## src/rtl/mem_arbiter_2m.sv

```systemverilog
// Two-master round-robin arbiter for a single native memory port.
// One transaction per grant, a mandatory idle cycle between grants, and a
// per-transaction watchdog that answers the master with an error word if
// the slave never responds.
module mem_arbiter_2m #(
  parameter int          TIMEOUT_CYCLES = 255,
  parameter logic [31:0] ERR_RDATA      = 32'hDEADBEEF
) (
  input  logic        clk,
  input  logic        reset,

  input  logic        m0_valid,
  input  logic        m0_instr,
  input  logic [31:0] m0_addr,
  input  logic [31:0] m0_wdata,
  input  logic [3:0]  m0_wstrb,
  output logic        m0_ready,
  output logic [31:0] m0_rdata,

  input  logic        m1_valid,
  input  logic        m1_instr,
  input  logic [31:0] m1_addr,
  input  logic [31:0] m1_wdata,
  input  logic [3:0]  m1_wstrb,
  output logic        m1_ready,
  output logic [31:0] m1_rdata,

  output logic        s_valid,
  output logic        s_instr,
  output logic [31:0] s_addr,
  output logic [31:0] s_wdata,
  output logic [3:0]  s_wstrb,
  input  logic        s_ready,
  input  logic [31:0] s_rdata,

  output logic [1:0]  grant,
  output logic        timeout
);

  // A zero timeout disables the watchdog; the counter then keeps one bit.
  localparam int CW = (TIMEOUT_CYCLES > 0) ? $clog2(TIMEOUT_CYCLES + 1) : 1;
  localparam bit            TO_EN    = (TIMEOUT_CYCLES != 0);
  localparam logic [CW-1:0] TO_LIMIT = CW'(TIMEOUT_CYCLES);
  localparam logic [CW-1:0] CNT_MAX  = {CW{1'b1}};

  localparam logic [1:0] IDLE = 2'd0;
  localparam logic [1:0] GNT0 = 2'd1;
  localparam logic [1:0] GNT1 = 2'd2;

  logic [1:0]    state;
  logic          last;
  logic [CW-1:0] cnt;
  logic          done;
  logic          expire;

  // Route the owning master onto the slave port; everything is zero when idle.
  always_comb begin
    s_valid = 1'b0;
    s_instr = 1'b0;
    s_addr  = 32'h0;
    s_wdata = 32'h0;
    s_wstrb = 4'h0;
    grant   = 2'b00;
    case (state)
      GNT0: begin
        s_valid = m0_valid;
        s_instr = m0_instr;
        s_addr  = m0_addr;
        s_wdata = m0_wdata;
        s_wstrb = m0_wstrb;
        grant   = 2'b01;
      end
      GNT1: begin
        s_valid = m1_valid;
        s_instr = m1_instr;
        s_addr  = m1_addr;
        s_wdata = m1_wdata;
        s_wstrb = m1_wstrb;
        grant   = 2'b10;
      end
      default: ;
    endcase
  end

  // Completion and watchdog expiry; a real slave answer in the last allowed
  // cycle takes precedence over the timeout.
  always_comb begin
    done   = s_valid && s_ready;
    expire = TO_EN && s_valid && !s_ready && (cnt == TO_LIMIT);
  end

  // Responses only reach the owner; rdata substitutes the error word on expiry.
  always_comb begin
    m0_ready = (state == GNT0) && (done || expire);
    m1_ready = (state == GNT1) && (done || expire);
    m0_rdata = ((state == GNT0) && expire) ? ERR_RDATA : s_rdata;
    m1_rdata = ((state == GNT1) && expire) ? ERR_RDATA : s_rdata;
    timeout  = expire;
  end

  // Grant selection, round-robin bookkeeping and the watchdog counter.
  always_ff @(posedge clk or posedge reset) begin
    if (reset) begin
      state <= IDLE;
      last  <= 1'b1;
      cnt   <= '0;
    end else begin
      case (state)
        IDLE: begin
          cnt <= '0;
          if (m0_valid && m1_valid) begin
            state <= last ? GNT0 : GNT1;
          end else if (m0_valid) begin
            state <= GNT0;
          end else if (m1_valid) begin
            state <= GNT1;
          end
        end
        GNT0, GNT1: begin
          if (!s_valid) begin
            state <= IDLE;
            cnt   <= '0;
          end else if (done || expire) begin
            state <= IDLE;
            last  <= (state == GNT1);
            cnt   <= '0;
          end else if (cnt != CNT_MAX) begin
            cnt <= cnt + CW'(1);
          end
        end
        default: begin
          state <= IDLE;
          cnt   <= '0;
        end
      endcase
    end
  end

endmodule

```

## config.mk

```make
export PLATFORM = sky130hd
export DESIGN_NAME = mem_arbiter_2m
export DESIGN_NICKNAME = d
export VERILOG_FILES = /design/src/rtl/mem_arbiter_2m.sv
export SDC_FILE = /design/constraint.sdc
export NUM_CORES = 1
export LEC_CHECK = 0
export BUFFER_PORTS_ARGS = -buffer_cell sky130_fd_sc_hd__buf_2
export CORE_AREA = 4 4 121 123
export DETAILED_ROUTE_END_ITERATION = 7
export DIE_AREA = 0 0 125 127
export HOLD_SLACK_MARGIN = 0.05
export PLACE_DENSITY = 0.59
export SETUP_SLACK_MARGIN = 0.02
export SLEW_MARGIN = 20
export SYNTH_ARGS = -nofsm -noshare
export SYNTH_HDL_FRONTEND = slang
export SYNTH_SLANG_ARGS = --single-unit
```

## constraint.sdc

```tcl
create_clock -name clk -period 1.9 [get_ports clk]
set_input_delay 0.38 -clock clk [delete_from_list [all_inputs] [get_ports clk]]
set_output_delay 0.38 -clock clk [all_outputs]
set_load 0.005 [all_outputs]
```

# After elaboration in Yosys (flattened, before gate mapping)
# Cells that the tools add are included.
totals:
  ff_bits: 11
  in_bits: 175
  output_inout_bits: 139
  elab_cells: 44
op_classes:
  add_sub_neg: 1
  n_eq_ne: 7
  mux: 19
  reduce_logical: 14
ops:
  columns: ["operator", "count"]
  rows:
  - ["32-bit case mux with 2 select lines", 2]
  - ["32-bit 2-to-1 mux", 2]
  - ["8-bit 2-to-1 mux", 4]
  - ["2-bit 2-to-1 mux", 6]
  - ["8-bit by 1-bit adder with 8-bit output (second input constant)", 1]
  - ["8-bit == test (second input constant)", 1]
  - ["1-bit logical AND", 8]
  - ["4-bit inequality test (second input constant)", 2]
  - ["8-bit inequality test (second input constant)", 1]
  - ["2-bit case mux with 2 select lines", 2]
  - ["4-bit case mux with 2 select lines", 1]
  - ["1-bit case mux with 2 select lines", 2]
  - ["3-bit inequality test (second input constant)", 1]
  - ["3-bit AND reduction", 1]
  - ["2-bit by 1-bit == test with 1-bit output (second input constant)", 1]
  - ["2-bit == test (second input constant)", 1]
  - ["2-bit logical NOT", 1]
  - ["2-bit AND reduction", 1]
  - ["2-bit OR reduction", 1]
  - ["1-bit logical NOT", 1]
  - ["1-bit logical OR", 1]

# Longest topological paths before layout
depth:
  depth_word: 8
  depth_mapped: 8

# Worst setup path before layout
# OpenSTA, ideal clock, no wires.
synth_path:
  path_kind: "register to output"
  start: "register state[0]"
  end: "output m1_rdata[14]"
  arrival_time_ns: 1.560
  required_ns: 1.520
  path_slack_ns: -0.040
  stages_incl_launch_ff: 9
  n_path_buf: 2
  path_cell_list: "dfrtp_1 > inv_1 > ha_1 > buf_4 > a22oi_1 > and4bb_4 > nand2_4 > buf_6 > and2_1"
synth_via:
  elab_chain_cells: 6
  elab_cells_between_ends: 7
  classes_between: "eq/ne (2); mux (2); reduce/logical (3)"
synth_lines:
  columns: ["element", "line", "source"]
  rows:
  - ["from (decl)", "50", "logic [1:0] state;"]
  - ["from (signal assigned)", "112", "state <= last ? GNT0 : GNT1;"]
  - ["2-bit == test or 2-bit by 1-bit == test with 1-bit output (tied branches)", "64", "case (state)"]
  - ["1-bit case mux with 2 select lines *", "64", null]
  - ["1-bit logical AND * (2 in series)", "89", "expire = TO_EN && s_valid && !s_ready && (cnt == TO_LIMIT);"]
  - ["via timeout", "37", "output logic timeout"]
  - ["1-bit logical AND *", "97", "m1_rdata = ((state == GNT1) && expire) ? ERR_RDATA : s_rdata;"]
  - ["32-bit 2-to-1 mux *", "97", null]
  - ["to (decl)", "26", "output logic [31:0] m1_rdata,"]
# The timed path passes the listed nets; every way through them passes the cells marked *.

# Worst setup path after layout
layout_path:
  start: "register state[1]"
  end: "output m1_rdata[22]"
layout_via:
  elab_chain_cells: 6
  elab_cells_between_ends: 7
  classes_between: "eq/ne (2); mux (2); reduce/logical (3)"
layout_lines:
  columns: ["element", "line"]
  rows:
  - ["2-bit == test or 2-bit by 1-bit == test with 1-bit output (tied branches)", "64, 97"]
  - ["1-bit case mux with 2 select lines", "64"]
  - ["1-bit logical AND (2 in series)", "89"]
  - ["1-bit logical AND *", "97"]
  - ["32-bit 2-to-1 mux *", "97"]
# Every way passes the cells marked *; elsewhere a longest branch is shown, timed or not.

==> results.py <==
metrics = {
    "place": {
        "hpwlAfterDp_um": 10200,
        "routability_cong": 0.784,
        "buffer_ports.inserted": 313,
        "placed_cells": 792,
    },
    "floorplan": {
        "design.core.area_mm2": 0.0137,
        "row_count": 43,
        "initial_utilization_pct": 16.0,
        "io_pins": 314,
        "fp.dieH_um": 127,
        "floorplan.die_area_mm2": 0.0159,
        "die_x_um": 125,
    },
    "clock_network": {
        "clock-root-buffer": "clkbuf_16",
        "clk_pin_slew_worst_setup_hold_paths_ps": 40,
        "cts-root-to-sink-buffers": 2,
        "htreeDepth": 1,
        "numCtsBuffers": 3,
        "insertion_delay_ps": 240,
        "clkSinkCount": 11,
        "cts_hold_buf": 0,
        "tritoncts": "built",
    },
    "critical_path": {
        "startpoint_type": "flip-flop",
        "timing.critical_path.mode_cell": "buf_6",
        "worst-setup-path-type": "flip-flop to primary output",
        "worstPathCellList": "inv_4, ha_4, a22oi_2, and4bb_4, nand2_8, buf_6, and2_4, buf_6",
        "worstReg2RegStart": "state[0]",
        "timing.critical_path.buf_inv": 3,
        "rrSetupSlack_ps": 100,
        "worst_path_max_delay_cell": "dfrtp_2",
        "crit_path_max_fanout": 7,
        "critPathRequiredTime_ps": 1520,
        "r2r-end": "last",
        "worst-endpoint-arrival_ps": 1910,
        "timing.critical_path.to_type": "primary output",
        "critPathTopFamily": "simple AND/OR/NAND/NOR gates",
        "reg2regPathDepth": 8,
        "crit_path_largest_cell_delay_ps": 450,
    },
    "sta": {
        "tns_ps": -38480,
        "max_freq_mhz": 437,
        "final.period_utilization_pct": 120,
        "setup_viol": 136,
        "grt_setup_unrepaired": "yes",
        "tightest_slew_ps": 433,
        "postLayoutSetupSlackWorst_ps": -387,
        "max-slew-margin-rel_pct": 71.1,
        "hold_violations": 0,
        "timing_max_transition_violations_final": 0,
        "hold-worst-slack_ps": 132,
        "skew_ps": 1.92,
        "final_period_minus_worst_setup_slack_ps": 2290,
    },
    "synthesis": {
        "synth_enable_flop_cells": 0,
        "synth_nets": 477,
        "synth-async-reset-ratio_pct": 100,
        "synth_seq_cells": 11,
        "synth_commonest_cells": "a22oi_1 (71), nor2b_1 (71), nand2b_1 (44)",
        "synth.area.top_cells": "a22oi_1 (24%), nor2b_1 (20%), nand2b_1 (13%), dfrtp_1 (11%), and2_1 (4.9%)",
        "synthesis.area_mm2": 0.00218,
        "synthDominantAreaCellType": "a22oi_1",
        "most_used_flip_flop_cell_after_synthesis": "dfrtp_1",
        "syn_avg_cell_area_um2": 7.38,
        "area_share_of_the_largest_cell_type_after_synthesis_pct": 24.4,
        "synth_sequential_area_ratio_pct": 12.7,
        "synth_cells": 296,
        "post_synth_num_cell_types": 32,
        "yosys_warnings": 0,
    },
    "route": {
        "drt-pass1-iter-count": 4,
        "violation_count_after_the_first_detailed_routing_iteration": 92,
        "drt.antenna.violating_nets": 0,
        "routed_via_density": 4.36,
        "post-route-drc-count": 0,
        "detail_route.wirelength_um": 13400,
        "routed-via-count": 3550,
        "wire_per_inst_um": 16.5,
    },
    "hold_path": {
        "worstHoldPathType": "primary input to async pin",
    },
    "global_route": {
        "remaining_global_route_overflow": 0,
        "grt_antenna_before_repair": 0,
        "grt_util_all_layers_pct": 15.2,
        "grt_start_max_net_pins": 45,
        "wire_length_of_the_first_global_routing_pass_um": 19500,
        "vias_in_the_first_global_route": 3540,
    },
    "cells_and_area": {
        "area_growth_syn_to_layout_pct": 136,
        "finish.cell_count_without_fillers": 814,
        "layout.nets": 816,
        "diodes": 0,
        "multi_input_comb_area_mm2": 0.00210,
        "fraction_of_layout_instances_using_a_drive_strength_above_1_pct": 68.3,
        "n_fill_cell": 1392,
        "ff_latch_area_um2": 279,
    },
    "flow_run": {
        "max_cap_viols": 0,
    },
    "power_and_ir_drop": {
        "p_per_area_mw_per_mm2": 1050,
        "leakagePower_nw": 2.75,
        "worst_vdd_rail_ir_drop_mv": 0.676,
    },
    "run_status": {
        "violations_in_the_final_reports": "negative setup slack",
        "run_status": "finished, violations left",
    },
}
## what timing repair did
action,in CTS,in global routing
cloned,6,1
setup buffers,6,5
pin swaps,2,1
resized for setup,49,58
setup endpoints to repair,137,137
## worst reg2reg max path: stages (launching register included)
cell     delay (ps)
dfrtp_2         430
inv_4            70
ha_4            290
buf_12          120
nor2b_4         150
nor2b_4         180
buf_4           120
buf_4            90
mux2_4          280
## per-layer routing
layer | part of all wire, % | wire (um) | global-route usage [%] | vias to the layer above
met4 | 2.1 | 284 | 4.21 | 0
li1 | - | - | - | 1709
met5 | 0 | 0 | 0 | -
met1 | 37 | 4980 | 17.9 | 1597
met2 | 52 | 7000 | 28.2 | 224
met3 | 8.7 | 1160 | 3.01 | 20
## stage by stage
stage	power [mW]	util (%)	area (um^2)	setup WS, ps
final	5.45	37.8	5170	-387
after global routing	5.86	37.8	5170	-481
after CTS	5.18	34.6	4730	-365
after detailed placement	3.55	30.8	4210	-168
after global placement	3.55	30.8	4210	-146
after floorplan	2.16	-	2260	-3.87
## kinds of logic after synthesis
| group | after synthesis | synth area share [%] |
|---|---|---|
| flip-flops | 11 | 12.7 |
| adder cells (fa/ha/maj) | 6 | 3.44 |
| AND/OR/NAND/NOR | 164 | 47.1 |
| XOR/XNOR | 6 | 2.41 |
| AO/OA/AOI/OAI | 75 | 26.7 |
| buffers and inverters | 33 | 6.99 |
| multiplexers | 1 | 0.687 |
## cell type report
cell class | instances | share of cell area (%)
Timing Repair Buffer | 363 | 47.8
Sequential cell | 11 | 5.40
Tap cell | 180 | 4.36
Clock buffer | 4 | 1.53
Multi-Input combinational cell | 253 | 40.6
Inverter | 3 | 0.315
## report_power, final
part / switching [mW] / internal [mW]
Clock: 0.104 / 0.282
Sequential: 0.0489 / 0.279
Combinational: 2.07 / 2.66
Total: 2.23 / 3.22
## cell usage in the layout, fill, tap and decap left out, drive strengths merged, types with 3 or more instances in the layout
master  Yosys  final
a22oi      71     71
and2       19     19
and3        3      3
buf         8    362
clkbuf     22      5
dfrtp      10     10
ha          6      6
inv         3      3
nand2       8      9
nand2b     44     44
nor2        9      9
nor2b      72     72
or2b        4      4
xor2        5      5
## flip-flops by register name, indices dropped and copies added (netlist names)
register  cells
last          1
state         2
cnt           8
## worst max-delay path by stage
stage | cells past startpoint | endpoint | slack, ps | from
after floorplan | 8 | m0_rdata[14] | -4 | state[0]
after global placement | 7 | m0_rdata[31] | -150 | state[1]
after detailed placement | 7 | m0_rdata[31] | -170 | state[0]
after CTS | 8 | m0_rdata[19] | -370 | state[0]
after global routing | 8 | m0_rdata[18] | -480 | state[0]
final | 8 | m1_rdata[22] | -390 | state[1]
(Power assumes the default switching activity.)
